## src/rtl/rtc_update_ctrl_if.sv

```systemverilog
// Peripheral bus port of the RTC update controller.
// Signal suffixes are named from the controller's side: _i flows into it, _o flows out of it.
interface rtc_update_ctrl_if;
   logic        req_i;
   logic        we_i;
   logic [2:0]  addr_i;
   logic [31:0] wdata_i;
   logic        gnt_o;
   logic        rvalid_o;
   logic [31:0] rdata_o;

   modport master (
      output req_i, we_i, addr_i, wdata_i,
      input  gnt_o, rvalid_o, rdata_o
   );

   modport slave (
      input  req_i, we_i, addr_i, wdata_i,
      output gnt_o, rvalid_o, rdata_o
   );
endinterface

```

## src/rtl/rtc_update_ctrl.sv

```systemverilog
// RTC update controller: shadows software settings, applies them via one-cycle strobes on commit.
// Optional coherent clock/date/timer readback is enabled by defining RTC_CTRL_SNAPSHOT_EN.
module rtc_update_ctrl (
   input  logic                   clk_i,
   input  logic                   rstn_i,
   rtc_update_ctrl_if.slave       bus,

   output logic                   clock_update_o,
   output logic                   date_update_o,
   output logic                   timer_update_o,
   output logic                   alarm_update_clock_o,
   output logic                   alarm_update_date_o,

   output logic [21:0]            clock_o,
   output logic [31:0]            date_o,
   output logic [16:0]            timer_target_o,
   output logic [21:0]            alarm_clock_o,
   output logic [31:0]            alarm_date_o,

   output logic                   timer_enable_o,
   output logic                   timer_retrig_o,
   output logic                   alarm_enable_o,
   output logic [5:0]             alarm_mask_o,

   input  logic [21:0]            clock_i,
   input  logic [31:0]            date_i,
   input  logic [16:0]            timer_value_i,
   input  logic                   event_i,
   output logic                   irq_o
);

   typedef enum logic [1:0] {
      ST_IDLE  = 2'd0,
      ST_APPLY = 2'd1,
      ST_DONE  = 2'd2
   } state_t;

   state_t      r_state;
   state_t      w_state_next;

   logic [4:0]  r_pending;
   logic [4:0]  w_load;
   logic [4:0]  w_strobe;
   logic [4:0]  w_pending_left;

   logic [21:0] r_clock;
   logic [31:0] r_date;
   logic [16:0] r_timer_target;
   logic        r_timer_en;
   logic        r_timer_retrig;
   logic [21:0] r_alarm_clock;
   logic [31:0] r_alarm_date;
   logic        r_alarm_en;
   logic [5:0]  r_alarm_mask;
   logic        r_irq_en;
   logic        r_event;

   logic        r_rvalid;
   logic [31:0] r_rdata;
   logic [31:0] w_rdata;
   logic [31:0] w_date_rd;
   logic [16:0] w_timer_rd;

   logic        w_busy;
   logic        w_wr;
   logic        w_rd;
   logic        w_commit;
   logic        w_w1c;

   // Reads and STATUS writes must never stall so software can poll busy and clear events.
   assign w_busy    = (r_state != ST_IDLE);
   assign bus.gnt_o = bus.req_i && !(bus.we_i && (bus.addr_i != 3'd7) && w_busy);
   assign w_wr      = bus.req_i && bus.we_i && bus.gnt_o;
   assign w_rd      = bus.req_i && !bus.we_i && bus.gnt_o;
   assign w_commit  = w_wr && (bus.addr_i == 3'd6) && bus.wdata_i[0] && (r_pending != 5'd0);
   assign w_w1c     = w_wr && (bus.addr_i == 3'd7) && bus.wdata_i[0];

   genvar gi;
   generate
      for (gi = 0; gi < 5; gi++) begin : g_load
         assign w_load[gi] = w_wr && (bus.addr_i == 3'(gi));
      end
   endgenerate

   always_ff @(posedge clk_i or negedge rstn_i) begin
      if (!rstn_i) begin
         r_state <= ST_IDLE;
      end else begin
         r_state <= w_state_next;
      end
   end

   always_comb begin
      w_state_next = r_state;
      case (r_state)
         ST_IDLE:  if (w_commit) w_state_next = ST_APPLY;
         ST_APPLY: if (w_pending_left == 5'd0) w_state_next = ST_DONE;
         ST_DONE:  w_state_next = ST_IDLE;
         default:  w_state_next = ST_IDLE;
      endcase
   end

   // Isolating the lowest set bit gives the fixed CLOCK..ALARM_DATE order with one strobe per cycle.
   always_comb begin
      w_strobe = 5'd0;
      if (r_state == ST_APPLY) begin
         w_strobe = r_pending & (~r_pending + 5'd1);
      end
   end

   assign w_pending_left = r_pending & ~w_strobe;

   always_ff @(posedge clk_i or negedge rstn_i) begin
      if (!rstn_i) begin
         r_pending <= 5'd0;
      end else if (r_state == ST_APPLY) begin
         r_pending <= w_pending_left;
      end else begin
         r_pending <= r_pending | w_load;
      end
   end

   always_ff @(posedge clk_i or negedge rstn_i) begin
      if (!rstn_i) begin
         r_clock        <= 22'd0;
         r_date         <= 32'h0000_0101;
         r_timer_target <= 17'd0;
         r_timer_en     <= 1'b0;
         r_timer_retrig <= 1'b0;
         r_alarm_clock  <= 22'd0;
         r_alarm_date   <= 32'd0;
         r_alarm_en     <= 1'b0;
         r_alarm_mask   <= 6'd0;
         r_irq_en       <= 1'b0;
      end else if (w_wr) begin
         case (bus.addr_i)
            3'd0: r_clock <= bus.wdata_i[21:0];
            3'd1: r_date  <= bus.wdata_i;
            3'd2: begin
               r_timer_target <= bus.wdata_i[16:0];
               r_timer_en     <= bus.wdata_i[17];
               r_timer_retrig <= bus.wdata_i[18];
            end
            3'd3: r_alarm_clock <= bus.wdata_i[21:0];
            3'd4: r_alarm_date  <= bus.wdata_i;
            3'd5: begin
               r_alarm_en   <= bus.wdata_i[0];
               r_alarm_mask <= bus.wdata_i[6:1];
               r_irq_en     <= bus.wdata_i[7];
            end
            default: ;
         endcase
      end
   end

   // A new event wins over a simultaneous clear so no event is ever lost.
   always_ff @(posedge clk_i or negedge rstn_i) begin
      if (!rstn_i) begin
         r_event <= 1'b0;
      end else begin
         r_event <= event_i | (r_event & ~w_w1c);
      end
   end

`ifdef RTC_CTRL_SNAPSHOT_EN
   logic        r_snap_valid;
   logic [31:0] r_snap_date;
   logic [16:0] r_snap_timer;

   always_ff @(posedge clk_i or negedge rstn_i) begin
      if (!rstn_i) begin
         r_snap_valid <= 1'b0;
         r_snap_date  <= 32'd0;
         r_snap_timer <= 17'd0;
      end else if (w_rd) begin
         if (bus.addr_i == 3'd0) begin
            r_snap_valid <= 1'b1;
            r_snap_date  <= date_i;
            r_snap_timer <= timer_value_i;
         end else if ((bus.addr_i != 3'd1) && (bus.addr_i != 3'd2)) begin
            r_snap_valid <= 1'b0;
         end
      end
   end

   assign w_date_rd  = r_snap_valid ? r_snap_date  : date_i;
   assign w_timer_rd = r_snap_valid ? r_snap_timer : timer_value_i;
`else
   assign w_date_rd  = date_i;
   assign w_timer_rd = timer_value_i;
`endif

   always_comb begin
      w_rdata = 32'd0;
      case (bus.addr_i)
         3'd0: w_rdata = {10'd0, clock_i};
         3'd1: w_rdata = w_date_rd;
         3'd2: w_rdata = {15'd0, w_timer_rd};
         3'd3: w_rdata = {10'd0, r_alarm_clock};
         3'd4: w_rdata = r_alarm_date;
         3'd5: w_rdata = {24'd0, r_irq_en, r_alarm_mask, r_alarm_en};
         3'd7: w_rdata = {25'd0, r_pending, w_busy, r_event};
         default: w_rdata = 32'd0;
      endcase
   end

   always_ff @(posedge clk_i or negedge rstn_i) begin
      if (!rstn_i) begin
         r_rvalid <= 1'b0;
         r_rdata  <= 32'd0;
      end else begin
         r_rvalid <= bus.gnt_o;
         r_rdata  <= w_rd ? w_rdata : 32'd0;
      end
   end

   assign bus.rvalid_o = r_rvalid;
   assign bus.rdata_o  = r_rdata;

   assign clock_update_o       = w_strobe[0];
   assign date_update_o        = w_strobe[1];
   assign timer_update_o       = w_strobe[2];
   assign alarm_update_clock_o = w_strobe[3];
   assign alarm_update_date_o  = w_strobe[4];

   assign clock_o        = r_clock;
   assign date_o         = r_date;
   assign timer_target_o = r_timer_target;
   assign alarm_clock_o  = r_alarm_clock;
   assign alarm_date_o   = r_alarm_date;
   assign timer_enable_o = r_timer_en;
   assign timer_retrig_o = r_timer_retrig;
   assign alarm_enable_o = r_alarm_en;
   assign alarm_mask_o   = r_alarm_mask;
   assign irq_o          = r_event & r_irq_en;

endmodule

```

## src/flat_wrapper.sv

```systemverilog
// flat-port wrapper written by rule: the top's interface ports become plain ports
module rtc_update_ctrl_flat 
  (clk_i, rstn_i, clock_update_o, date_update_o, timer_update_o, alarm_update_clock_o, alarm_update_date_o, clock_o, date_o, timer_target_o, alarm_clock_o, alarm_date_o, timer_enable_o, timer_retrig_o, alarm_enable_o, alarm_mask_o, clock_i, date_i, timer_value_i, event_i, irq_o, bus_req_i, bus_we_i, bus_addr_i, bus_wdata_i, bus_gnt_o, bus_rvalid_o, bus_rdata_o);
  rtc_update_ctrl_if bus_i ();
  input  logic clk_i;
  input  logic rstn_i;
  output logic clock_update_o;
  output logic date_update_o;
  output logic timer_update_o;
  output logic alarm_update_clock_o;
  output logic alarm_update_date_o;
  output logic [21:0] clock_o;
  output logic [31:0] date_o;
  output logic [16:0] timer_target_o;
  output logic [21:0] alarm_clock_o;
  output logic [31:0] alarm_date_o;
  output logic timer_enable_o;
  output logic timer_retrig_o;
  output logic alarm_enable_o;
  output logic [5:0] alarm_mask_o;
  input  logic [21:0] clock_i;
  input  logic [31:0] date_i;
  input  logic [16:0] timer_value_i;
  input  logic event_i;
  output logic irq_o;
  input wire logic [$bits(bus_i.req_i)-1:0] bus_req_i;
  input wire logic [$bits(bus_i.we_i)-1:0] bus_we_i;
  input wire logic [$bits(bus_i.addr_i)-1:0] bus_addr_i;
  input wire logic [$bits(bus_i.wdata_i)-1:0] bus_wdata_i;
  output wire logic [$bits(bus_i.gnt_o)-1:0] bus_gnt_o;
  output wire logic [$bits(bus_i.rvalid_o)-1:0] bus_rvalid_o;
  output wire logic [$bits(bus_i.rdata_o)-1:0] bus_rdata_o;
  assign bus_i.req_i = bus_req_i;
  assign bus_i.we_i = bus_we_i;
  assign bus_i.addr_i = bus_addr_i;
  assign bus_i.wdata_i = bus_wdata_i;
  assign bus_gnt_o = bus_i.gnt_o;
  assign bus_rvalid_o = bus_i.rvalid_o;
  assign bus_rdata_o = bus_i.rdata_o;
  rtc_update_ctrl u_core (.clk_i(clk_i), .rstn_i(rstn_i), .bus(bus_i), .clock_update_o(clock_update_o), .date_update_o(date_update_o), .timer_update_o(timer_update_o), .alarm_update_clock_o(alarm_update_clock_o), .alarm_update_date_o(alarm_update_date_o), .clock_o(clock_o), .date_o(date_o), .timer_target_o(timer_target_o), .alarm_clock_o(alarm_clock_o), .alarm_date_o(alarm_date_o), .timer_enable_o(timer_enable_o), .timer_retrig_o(timer_retrig_o), .alarm_enable_o(alarm_enable_o), .alarm_mask_o(alarm_mask_o), .clock_i(clock_i), .date_i(date_i), .timer_value_i(timer_value_i), .event_i(event_i), .irq_o(irq_o));
endmodule
```

## config.mk

```make
export PLATFORM = sky130hd
export DESIGN_NAME = rtc_update_ctrl_flat
export DESIGN_NICKNAME = d
export VERILOG_FILES = /design/src/rtl/rtc_update_ctrl_if.sv /design/src/rtl/rtc_update_ctrl.sv /design/src/flat_wrapper.sv
export SDC_FILE = /design/constraint.sdc
export NUM_CORES = 1
export LEC_CHECK = 0
export CAP_MARGIN = 20
export CORE_UTILIZATION = 40
export DETAILED_ROUTE_END_ITERATION = 8
export HOLD_SLACK_MARGIN = 0.12
export PLACE_DENSITY = 0.8
export SETUP_SLACK_MARGIN = 0.4
export SYNTH_ARGS = -nofsm -noshare
export SYNTH_HDL_FRONTEND = slang
export SYNTH_SLANG_ARGS = --single-unit
```

## constraint.sdc

```tcl
create_clock -name clk_i -period 1.9 [get_ports clk_i]
set_clock_uncertainty 0.15 [all_clocks]
set_input_delay 0.57 -clock clk_i [delete_from_list [all_inputs] [get_ports clk_i]]
set_output_delay 0.57 -clock clk_i [all_outputs]
set_load 0.02 [all_outputs]
```

==> impl_results.md, run 1 <==
* Status: complete, but fails checks
* First drt pass iteration count at 5
* CTS H-Tree Depth at 4
* Total grt overflow at 0
* Final setup viols at around 150
* Required @ worst endpoint at ~1.2 ns
* First-pass GRT wire length at approximately 49000 µm
* EDFF count, synth at 0
* Worst path slowest cell: dfrtp_1
* Clock Sinks at around 180
* Core area at 18710 µm²
* Area after DPL at 11660 µm²
* Cells along the critical path: nor3b_4 > nand2_2 > nor3b_4 > buf_6
* Area grow syn2layout at 97.24%
* Initial DRC count at ~580
* Full die area at 19680 µm²
* Critical Path Max Stage Delay at 0.43 ns
* Internal power at ~0.011 W
* Starting Density at between 40 and 50%
* GPL Wtd Cong at 0.8583
* Number of synthesis warnings at 0
* CTS tree: yes
* Post-synthesis register bit count at 176
* RSZ-0062 raised after global routing: yes
* Non-filler instance count after layout at 1347
* Clk buf depth at 2
* Die W at roughly 140 µm
* Synth cell types at 52
* Setup ws final at -0.5221 ns
* Mapped Area at between 7000 and 8000 µm²
* Average size of a mapped cell at between 10 and 15 µm²
* Crit path capture type: output port
* Initial antenna violation count at 0
* Syn Nets at roughly 670
* Crit path arrival time at between 1.5 and 2 ns
* Io pins at 285
* Total CTS buffers at 17
* Min Tclk post-route at 2.422 ns
* Synth Instances at 556
* Worst path most repeated cell: nor3b_4
* Total global-route track usage at about a third
* Proportion of synthesized chip area in sequential cells at between 50 and 60%
* Detailed-route via count at between 7000 and 8000
* Hold WS at ~0.38 ns
* Diodes inserted at 0
* Switching Share at between 30% and 40%
* Max-slew violation count at 0
* Crit path launch type: flop
* Post-DR wirelength/cell at 26.96 µm
* Dpl hpwl at between 15000 and 20000 µm
* DRT antenna net count at 0
* Dpl cells at between 1000 and 1500
* Max VDD drop at ~0.00065 V
* Reg power frac at 31.9%
* Delay-heaviest family, CP: simple AND/OR/NAND/NOR gates
* CP max FO at 3
* Buf/Inv on CP at 1
* Root Buffer: clkbuf_16
* Chip height at ~140 µm
* Leak at about 7.2 nW
* Hold crit path type: flop to flop
* Asr flop ratio synth at 100.0%
* Worst-margin pin slew at 0.4025 ns
* Largest net degree at the start of global routing at 35
* Worst skew pair latency at between 0.4 and 0.5 ns
* Max-cap violations at 0
* PortBufs at approximately 280
* Dominant synthesized flop cell: dfrtp_1
* Clock power frac at approximately a fifth
* Slew headroom at about three quarters
* Sw power at ~0.0061 W
* Via/cell ratio at ~5.7
* Power Density at between 1000 and 1500 nW/µm²
* Vias in the first global route at around 8000
* Final core occ at between 80% and 90%
* Final instance area at 15090 µm²
* Layout fillers at approximately 920
* Final Cycle Share at 127.5%
* Layout cell share with drive strength beyond 1 at between 60 and 70%
* Rows at 50
* Drt drc at 0
* Total routed wirelength at roughly 36000 µm
* Violated checks: negative setup slack
* Layout net count at approximately 1200
* Clock-pin slew on the worst setup and hold paths at roughly 0.07 ns
* Worst Setup Path Type: flop to output port
* Final Hold Viols at 0
* FMAX at about 0.41 GHz
* Comb pwr share at between 40 and 50%
-- metrics by stage --
step	setup TNS (ns)	setup slack [ns]	total power (W)
2_1_floorplan	-10.56	-0.1921	0.008114
3_3_place_gp	-118.15	-0.8199	0.01095
3_5_place_dp	-124.63	-0.8513	0.01110
4_1_cts	-32.19	-0.4807	0.01631
5_1_grt	-48.82	-0.5194	0.01780
6_report	-44.35	-0.5221	0.01734
-- per-layer routing --
layer  share of wire, %  GRT usage [%]  vias up
met3                8.1          9.231      163
met5                  0              0        -
met1                 36          39.20     3846
met2                 50          57.74      504
li1                   -              -     3098
met4                5.5          16.08        0
-- cell type report --
cell class	count	area, µm²	share of cell area, %
tap	234	292.8	1.940
multi-input combinational	346	3820	25.32
inverter	4	15.01	0.09951
sequential	176	4408	29.21
clock buffer	17	425.4	2.819
timing repair buffer	555	5951	39.44
clock inverter	15	176.4	1.169
-- logic make-up (layout without fill, tap and decap cells) --
kind of cell,after synthesis,count (layout),synth area share [%]
flops,176,176,57.61
mux,163,163,25.50
simple gates,99,99,6.886
compound gates,84,84,7.377
buf+inv,34,591,2.633
-- power by group through the flow --
stage	Combinational, W	Sequential (W)	Clock (W)
after global placement	0.00556	0.00538	0
final	0.00816	0.00553	0.00365
after floorplan	0.00169	0.00642	0
after global routing	0.00840	0.00559	0.00381
after CTS	0.00726	0.00543	0.00361
after detailed placement	0.00568	0.00542	0
-- timing repair --
item / in CTS / in global routing
setup endpoints to repair: 348 / 348
hold endpoints to repair: 22 / 0
buffers inserted: 132 / 52
hold buffers: 1 / 0
gates resized for setup: 1210 / 53
pin swaps: 44 / 26
gates cloned: 15 / 1
-- Yosys cell counts, types with 8 or more instances --
| master | number | area, µm² |
|---|---|---|
| a21o_1 | 8 | 60.06 |
| dfrtp_1 | 174 | 4354 |
| buf_2 | 8 | 40.04 |
| a22oi_1 | 23 | 172.7 |
| a21oi_1 | 28 | 140.1 |
| mux2_2 | 109 | 1227 |
| nor2_1 | 32 | 120.1 |
| o21ai_0 | 8 | 40.04 |
| nand2_1 | 24 | 90.09 |
| mux2i_1 | 22 | 220.2 |
| mux2_4 | 29 | 435.4 |
-- final timing paths --
kind	cells past startpoint	start	slack, ns	endpoint
max	4	u_core.r_state[0]$_DFFE_PN0P_	-0.52	alarm_update_date_o
min	1	u_core.clock_o[8]$_DFFE_PN0P_	0.38	u_core.clock_o[8]$_DFFE_PN0P_
min reg2reg	1	u_core.clock_o[8]$_DFFE_PN0P_	0.38	u_core.clock_o[8]$_DFFE_PN0P_
min in group asynchronous	2	rstn_i	0.47	u_core.alarm_date_o[24]$_DFFE_PN0P_
max reg2reg	10	u_core.r_state[1]$_DFFE_PN0P_	-0.42	u_core.date_o[29]$_DFFE_PN0P_
max in group asynchronous	3	rstn_i	0.55	u_core.r_state[1]$_DFFE_PN0P_
-- state kept, by name (all words and copies together), names as in the netlist --
register               count
u_core.alarm_clock_o      22
u_core.alarm_date_o       32
u_core.alarm_enable_o      1
u_core.alarm_mask_o        6
u_core.bus.rdata_o        32
u_core.bus.rvalid_o        1
u_core.clock_o            22
u_core.date_o             32
u_core.r_event             1
u_core.r_irq_en            1
u_core.r_pending           5
u_core.r_state             2
u_core.timer_enable_o      1
u_core.timer_retrig_o      1
u_core.timer_target_o     17
-- cell usage in the layout (no fill, tap or decap), drive strengths merged, types with 2 or more instances in the layout --
cell,instances
clkinv,8
dlygate4sd2,2
or2,6
and3,2
and2,3
nor2b,7
buf,448
clkbuf,17
inv,9
nor3,3
a31oi,2
nor3b,4
mux2i,22
nor2,35
dfstp,2
a211oi,4
nand3,5
mux2,138
a21oi,28
nand3b,4
mux4,3
nand2,25
a21o,8
dfrtp,174
clkdlybuf4s50,104
o21ai,8
o211ai,3
a22oi,23
Power figures use the tool's default switching activity.
==> run 2: changes to the inputs <==
Settings changed: REMOVE_ABC_BUFFERS set to 1.
==> impl_results.md, run 2 (synthesis results as in run 1) <==
* Min Tclk post-route at 2.312 ns (-0.1097 ns)
* Crit path launch type: flop
* Area grow syn2layout at 91.59%
* Multi-input gate area at 3704 µm² (-3.0%)
* Drt drc at 0 (unchanged)
* Register Area at 4407 µm² (about the same)
* Setup ws final at -0.4124 ns (+0.1097 ns)
* RSZ-0062 raised after global routing: yes
* Rows at 50 (unchanged)
* Status: complete, but fails checks
* CP max FO at 3 (unchanged)
* PnR Total Power at 0.01680 W (-3.1%)
* Largest net degree at the start of global routing at 49 (+40%)
* Worst skew pair latency at 0.43 ns (about the same)
* Initial antenna violation count at 0 (unchanged)
* Io pins at 285 (unchanged)
* Comb pwr share at 46.0% (-1.1 points)
* Starting Density at 40.90% (unchanged)
* Worst-margin pin slew at 0.4814 ns (+0.07889 ns)
* Violated checks: negative setup slack
* Total global-route track usage at 30.66% (-3.1 points)
* Final Cycle Share at 121.7% (-5.8 points)
* CTS H-Tree Depth at 4 (unchanged)
* Internal power at 0.01112 W (-1.3%)
* Initial DRC count at 453 (-22%)
* Reg power frac at 32.6% (+0.7 points)
* DRT antenna net count at 0 (unchanged)
* Max-slew violation count at 0 (unchanged)
* Leak at 6.998 nW (-3.4%)
* Sw power at 0.005683 W (-6.5%)
* FMAX at 0.4324 GHz (+4.7%)
* Required @ worst endpoint at 1.18 ns (about the same)
* First-pass GRT wire length at 44370 µm (-8.6%)
* PortBufs at 284 (unchanged)
* Final Hold Viols at 0 (unchanged)
* Diodes inserted at 0 (unchanged)
* Root Buffer: clkbuf_16
* Slew headroom at 67.80% (-5.2 points)
* Clock-pin slew on the worst setup and hold paths at 0.07 ns (about the same)
* Full die area at 19680 µm² (unchanged)
* Chip height at 140.3 µm (unchanged)
* Layout cell share with drive strength beyond 1 at 62.63% (-2.7 points)
* Via/cell ratio at 5.472 (-3.2%)
* Dpl hpwl at 16440 µm (-7.5%)
* Total routed wirelength at 33080 µm (-8.9%)
* Die W at 140.3 µm (unchanged)
* Switching Share at 33.82% (-1.2 points)
* Power Density at 1146 nW/µm² (-0.25%)
* Crit path capture type: output port
* Total grt overflow at 0 (unchanged)
* Hold crit path type: flop to flop
* Worst Setup Path Type: flop to output port
* Layout fillers at 977 (+6.4%)
* Leading cell type in the layout, fill and taps excluded: buf_6
* Post-DR wirelength/cell at 25.15 µm (-6.7%)
* Layout net count at 1180 (-2.6%)
* Crit path arrival time at 1.59 ns (-0.11 ns)
* Commonest cells after routing, fill and taps aside: 212 x buf_6, 174 x dfrtp_1, 154 x buf_4, 110 x mux2_4, 104 x clkdlybuf4s50_1
* Clock Sinks at 176 (unchanged)
* Core area at 18710 µm² (unchanged)
* GPL Wtd Cong at 0.7768 (-9.5%)
* Clock power frac at 21.4% (+0.4 points)
* Max VDD drop at 0.0006843 V (+4.9%)
* Max-cap violations at 0 (unchanged)
* Clk buf depth at 2 (unchanged)
* Detailed-route via count at 7196 (-5.5%)
* Total CTS buffers at 17 (unchanged)
* First drt pass iteration count at 5 (unchanged)
* Final setup viols at 146 (-3.3%)
* Setup_tns at -47.63 ns (-3.279 ns)
* Vias in the first global route at 7385 (-6.3%)
* CTS tree: yes
run 2: cell types whose count changed in the layout (fill, tap and decap cells not counted), moves of 4 or more:
cell / delta
nand2_1: +7
a21oi_1: +10
a21oi_2: -9
buf_6: -10
nand2_2: -4
buf_4: -22
run 2: worst max-delay path: stages, from the launching register on:
cell,delay [ns]
dfrtp_1,0.42
nor3b_2,0.27
nand2_1,0.13
nor3b_2,0.18
buf_4,0.17
run 2: worst paths after layout:
kind,start,to,slack [ns],cells after the start
max in group asynchronous,rstn_i,u_core.bus.rdata_o[10]$_DFF_PN0_,0.55,3
worst max-delay path,u_core.r_state[1]$_DFFE_PN0P_,alarm_update_date_o,-0.41,4
worst min-delay path,u_core.clock_o[18]$_DFFE_PN0P_,u_core.clock_o[18]$_DFFE_PN0P_,0.39,1
worst min register to register,u_core.clock_o[18]$_DFFE_PN0P_,u_core.clock_o[18]$_DFFE_PN0P_,0.39,1
min in group asynchronous,rstn_i,u_core.bus.rdata_o[2]$_DFF_PN0_,0.42,2
worst max register to register,u_core.r_state[1]$_DFFE_PN0P_,u_core.date_o[30]$_DFFE_PN0P_,-0.41,11
run 2: power groups by stage:
stage          Clock, W  Sequential, W  Combinational, W
2_1_floorplan         0        0.00638           0.00134
3_3_place_gp          0        0.00533           0.00523
3_5_place_dp          0        0.00537           0.00529
4_1_cts         0.00360        0.00541           0.00686
5_1_grt         0.00377        0.00555           0.00801
6_report        0.00360        0.00548           0.00772
run 2: timing repair:
action,in CTS,in global routing
cloned,14,2
hold buffers,1,0
endpoints found under the setup margin,348,348
setup buffers,112,46
gates resized for setup,1240,76
hold endpoints to repair,18,0
pin swaps,19,25
run 2: per-stage QoR:
stage	utilization (%)	worst slack (ns)	area, µm²	hold slack (ns)	instances
finish	78.35	-0.4124	14660	0.3859	1315
floorplan	-	-0.8265	7463	0.1244	526
CTS	74.60	-0.3414	13950	0.3858	1267
detailed placement	60.04	-0.8564	11230	0.3062	1109
global route	78.35	-0.4810	14660	0.3936	1315
global placement	60.04	-0.8592	11230	0.3095	1109
run 2: area by class of cell:
cell class                      instances  share of cell area, %
Multi-Input combinational cell        346                  25.27
Timing Repair Buffer                  524                  38.59
Clock inverter                         13                  1.050
Tap cell                              234                  1.998
Inverter                                4                 0.1024
Clock buffer                           18                  2.928
Sequential cell                       176                  30.07
run 2: routing by layer:
metal  GRT usage (%)  up-vias  wire [µm]
met3           7.453       89       2393
met5               0        -          0
met1           37.87     3688      12880
met4           13.42        0       1159
met2           51.13      397      16640
li1                -     3022          -
==> run 3: changes to the inputs <==
Settings changed: CORE_UTILIZATION 40 to 48, PLACE_DENSITY 0.8 to 0.9.
Clock period 1.9 ns to 2.9 ns, I/O delays scaled along.
==> impl_results.md, run 3 (synthesis results as in run 1) <==
* RSZ-0062 raised after global routing: yes
* Min Tclk post-route at about 2.6 ns
* Die W at 128.2 µm (-8.6%)
* Total global-route track usage at 29.98% (-0.68 points)
* Detailed-route via count at 6039 (-16%)
* Via/cell ratio at 5.465 (-0.13%)
* Dpl hpwl at 16720 µm (+1.7%)
* Worst skew pair latency at 0.43 ns (about the same)
* Root Buffer: clkbuf_16
* Layout net count at 992 (-16%)
* Largest net degree at the start of global routing at 58 (+18%)
* Area grow syn2layout at 54.20%
* Delay-heaviest family, CP: simple AND/OR/NAND/NOR gates
* Internal power at 0.006153 W (-45%)
* PortBufs at 284 (unchanged)
* Required @ worst endpoint at 1.88 ns (+0.70 ns)
* Commonest cells after routing, fill and taps aside: 239 x clkdlybuf4s50_1, 173 x dfrtp_1, 109 x mux2_2, 44 x buf_4, 31 x nor2_1
* Max-cap violations at 0 (unchanged)
* Area after DPL at 11090 µm² (-1.3%)
* Crit path capture type: output port
* Setup Slack @ Placement at -0.4458 ns (+0.4106 ns)
* Clock-pin slew on the worst setup and hold paths at 0.07 ns (about the same)
* Layout fillers at 974 (-0.31%)
* DR WL met2 at 12120 µm (-27%)
* Rows at 45 (-10%)
* FMAX at about 0.38 GHz
* Switching Share at 32.98% (-0.84 points)
* Initial DRC count at 327 (-28%)
* Reg power frac at 38.7% (+6.1 points)
* DRT antenna net count at 0 (unchanged)
* Core area at 15370 µm² (-18%)
* Io pins at 285 (unchanged)
* Worst path slowest cell: dfrtp_1
* Power Density at 778.3 nW/µm² (-32%)
* Final instance area at 11800 µm² (-20%)
* Worst Setup Path Type: flop to output port
* CTS tree: yes
* Drt drc at 0 (unchanged)
* Final Cycle Share at between 90% and 100%
* Total routed wirelength at 24010 µm (-27%)
* Leak at 5.439 nW (-22%)
* Comb pwr share at 36.4% (-9.6 points)
* Total CTS buffers at 17 (unchanged)
* Diodes inserted at 0 (unchanged)
* CTS H-Tree Depth at 4 (unchanged)
* Buf/Inv on CP at 1 (unchanged)
* Vias in the first global route at 6345 (-14%)
* Initial antenna violation count at 0 (unchanged)
* Status: finished, final reports clean
* Final setup viols at 0 (-100%)
* Cells along the critical path: nor3b_4 > nand2_2 > nor3b_2 > buf_4
* Met3 wire length at 1905 µm (-20%)
* Chip height at 128.2 µm (-8.6%)
* Metal-1 WL at 9497 µm (-26%)
* Full die area at 16450 µm² (-16%)
* Clock Sinks at 176 (unchanged)
* Slew headroom at 62.28% (-5.5 points)
* Layout cell share with drive strength beyond 1 at 29.31% (-33 points)
* Final Hold Viols at 0 (unchanged)
* Setup_tns at 0 ns (+47.63 ns)
* First-pass GRT wire length at 36450 µm (-18%)
* Top sig layer: met4
* Worst-margin pin slew at 0.5658 ns (+0.08439 ns)
* Post-DR wirelength/cell at 21.73 µm (-14%)
* Max VDD drop at 0.0005339 V (-22%)
* CP max FO at 3 (unchanged)
* Total grt overflow at 0 (unchanged)
* Max-slew violation count at 0 (unchanged)
* Crit path arrival time at 1.60 ns (about the same)
* Sw power at 0.003028 W (-47%)
* Leading cell type in the layout, fill and taps excluded: clkdlybuf4s50_1
* Setup ws final at 0.2837 ns (+0.6962 ns)
* Starting Density at 49.77% (+8.9 points)
* Clock power frac at 24.9% (+3.5 points)
* Hold crit path type: input pin to async pin
* First drt pass iteration count at 5 (unchanged)
* GPL Wtd Cong at 0.8151 (+4.9%)
* Crit path launch type: flop
* Clk buf depth at 2 (unchanged)
* Critical Path Max Stage Delay at 0.43 ns (about the same)
## run 3: cell types whose count changed in the layout (fill, tap and decap cells not counted), moves of 17 or more
cell             change
dlymetal6s2s_1      +27
buf_6              -207
buf_4              -110
a22oi_2             -17
mux2_4              -81
mux2_2              +81
clkdlybuf4s50_1    +135
a22oi_1             +17
## run 3: cell type report
| type | count | area, µm² | share of cell area (%) |
|---|---|---|---|
| inverter | 4 | 15.01 | 0.1273 |
| clock buffer | 21 | 450.4 | 3.818 |
| tap | 211 | 264.0 | 2.238 |
| timing repair buffer | 336 | 3428 | 29.06 |
| multi-input combinational | 346 | 3098 | 26.26 |
| sequential | 176 | 4408 | 37.37 |
| clock inverter | 11 | 132.6 | 1.124 |
## run 3: path summary, 6_finish.rpt
path	startpoint	end	slack [ns]	cells past startpoint
worst min register to register	u_core.r_event$_DFF_PN0_	u_core.r_event$_DFF_PN0_	0.35	1
worst min-delay path	rstn_i	u_core.alarm_date_o[4]$_DFFE_PN0P_	0.27	1
worst max-delay path	u_core.r_state[1]$_DFFE_PN0P_	alarm_update_date_o	0.28	4
worst max register to register	u_core.r_state[1]$_DFFE_PN0P_	u_core.alarm_date_o[6]$_DFFE_PN0P_	0.76	6
max in group asynchronous	rstn_i	u_core.alarm_clock_o[3]$_DFFE_PN0P_	1.65	2
min in group clk_i	u_core.r_event$_DFF_PN0_	u_core.r_event$_DFF_PN0_	0.35	1
## run 3: power by group through the flow
stage | clock (W) | sequential, W | combinational [W]
2_1_floorplan | 0 | 0.00418 | 0.000878
6_report | 0.00229 | 0.00355 | 0.00334
5_1_grt | 0.00243 | 0.00362 | 0.00351
3_3_place_gp | 0 | 0.00352 | 0.00327
3_5_place_dp | 0 | 0.00356 | 0.00334
4_1_cts | 0.00232 | 0.00354 | 0.00336
## run 3: metal layers
| layer | track usage, % | vias up |
|---|---|---|
| met2 | 50.94 | 298 |
| li1 | - | 2646 |
| met1 | 37.44 | 3055 |
| met3 | 8.139 | 40 |
| met4 | 8.720 | 0 |
| met5 | 0 | - |
## run 3: worst register-to-register path: cells and delay by family, from the launching register on
| family | cells | cell delay [ns] |
|---|---|---|
| buf+inv | 2 | 0.39 |
| flops | 1 | 0.43 |
| mux | 1 | 0.32 |
| simple gates | 3 | 0.72 |
## run 3: timing repair
| item | CTS | global route |
|---|---|---|
| gates resized for setup | 52 | 40 |
| buffers inserted | 2 | 2 |
| cloned | 0 | 0 |
| hold endpoints to repair | 0 | 0 |
| pin swaps | 5 | 4 |
| hold buffers | 0 | 0 |
| endpoints found under the setup margin | 157 | 75 |
## run 3: per-stage QoR
stage / power [W] / std cells / hold WS, ns / util, %
floorplan: 0.005058 / 526 / 0.3084 / -
global placement: 0.006789 / 1069 / 0.3305 / 72.14
detailed placement: 0.006892 / 1069 / 0.3322 / 72.14
CTS: 0.009212 / 1103 / 0.2765 / 76.08
global route: 0.009560 / 1105 / 0.2957 / 76.74
finish: 0.009182 / 1105 / 0.2690 / 76.74
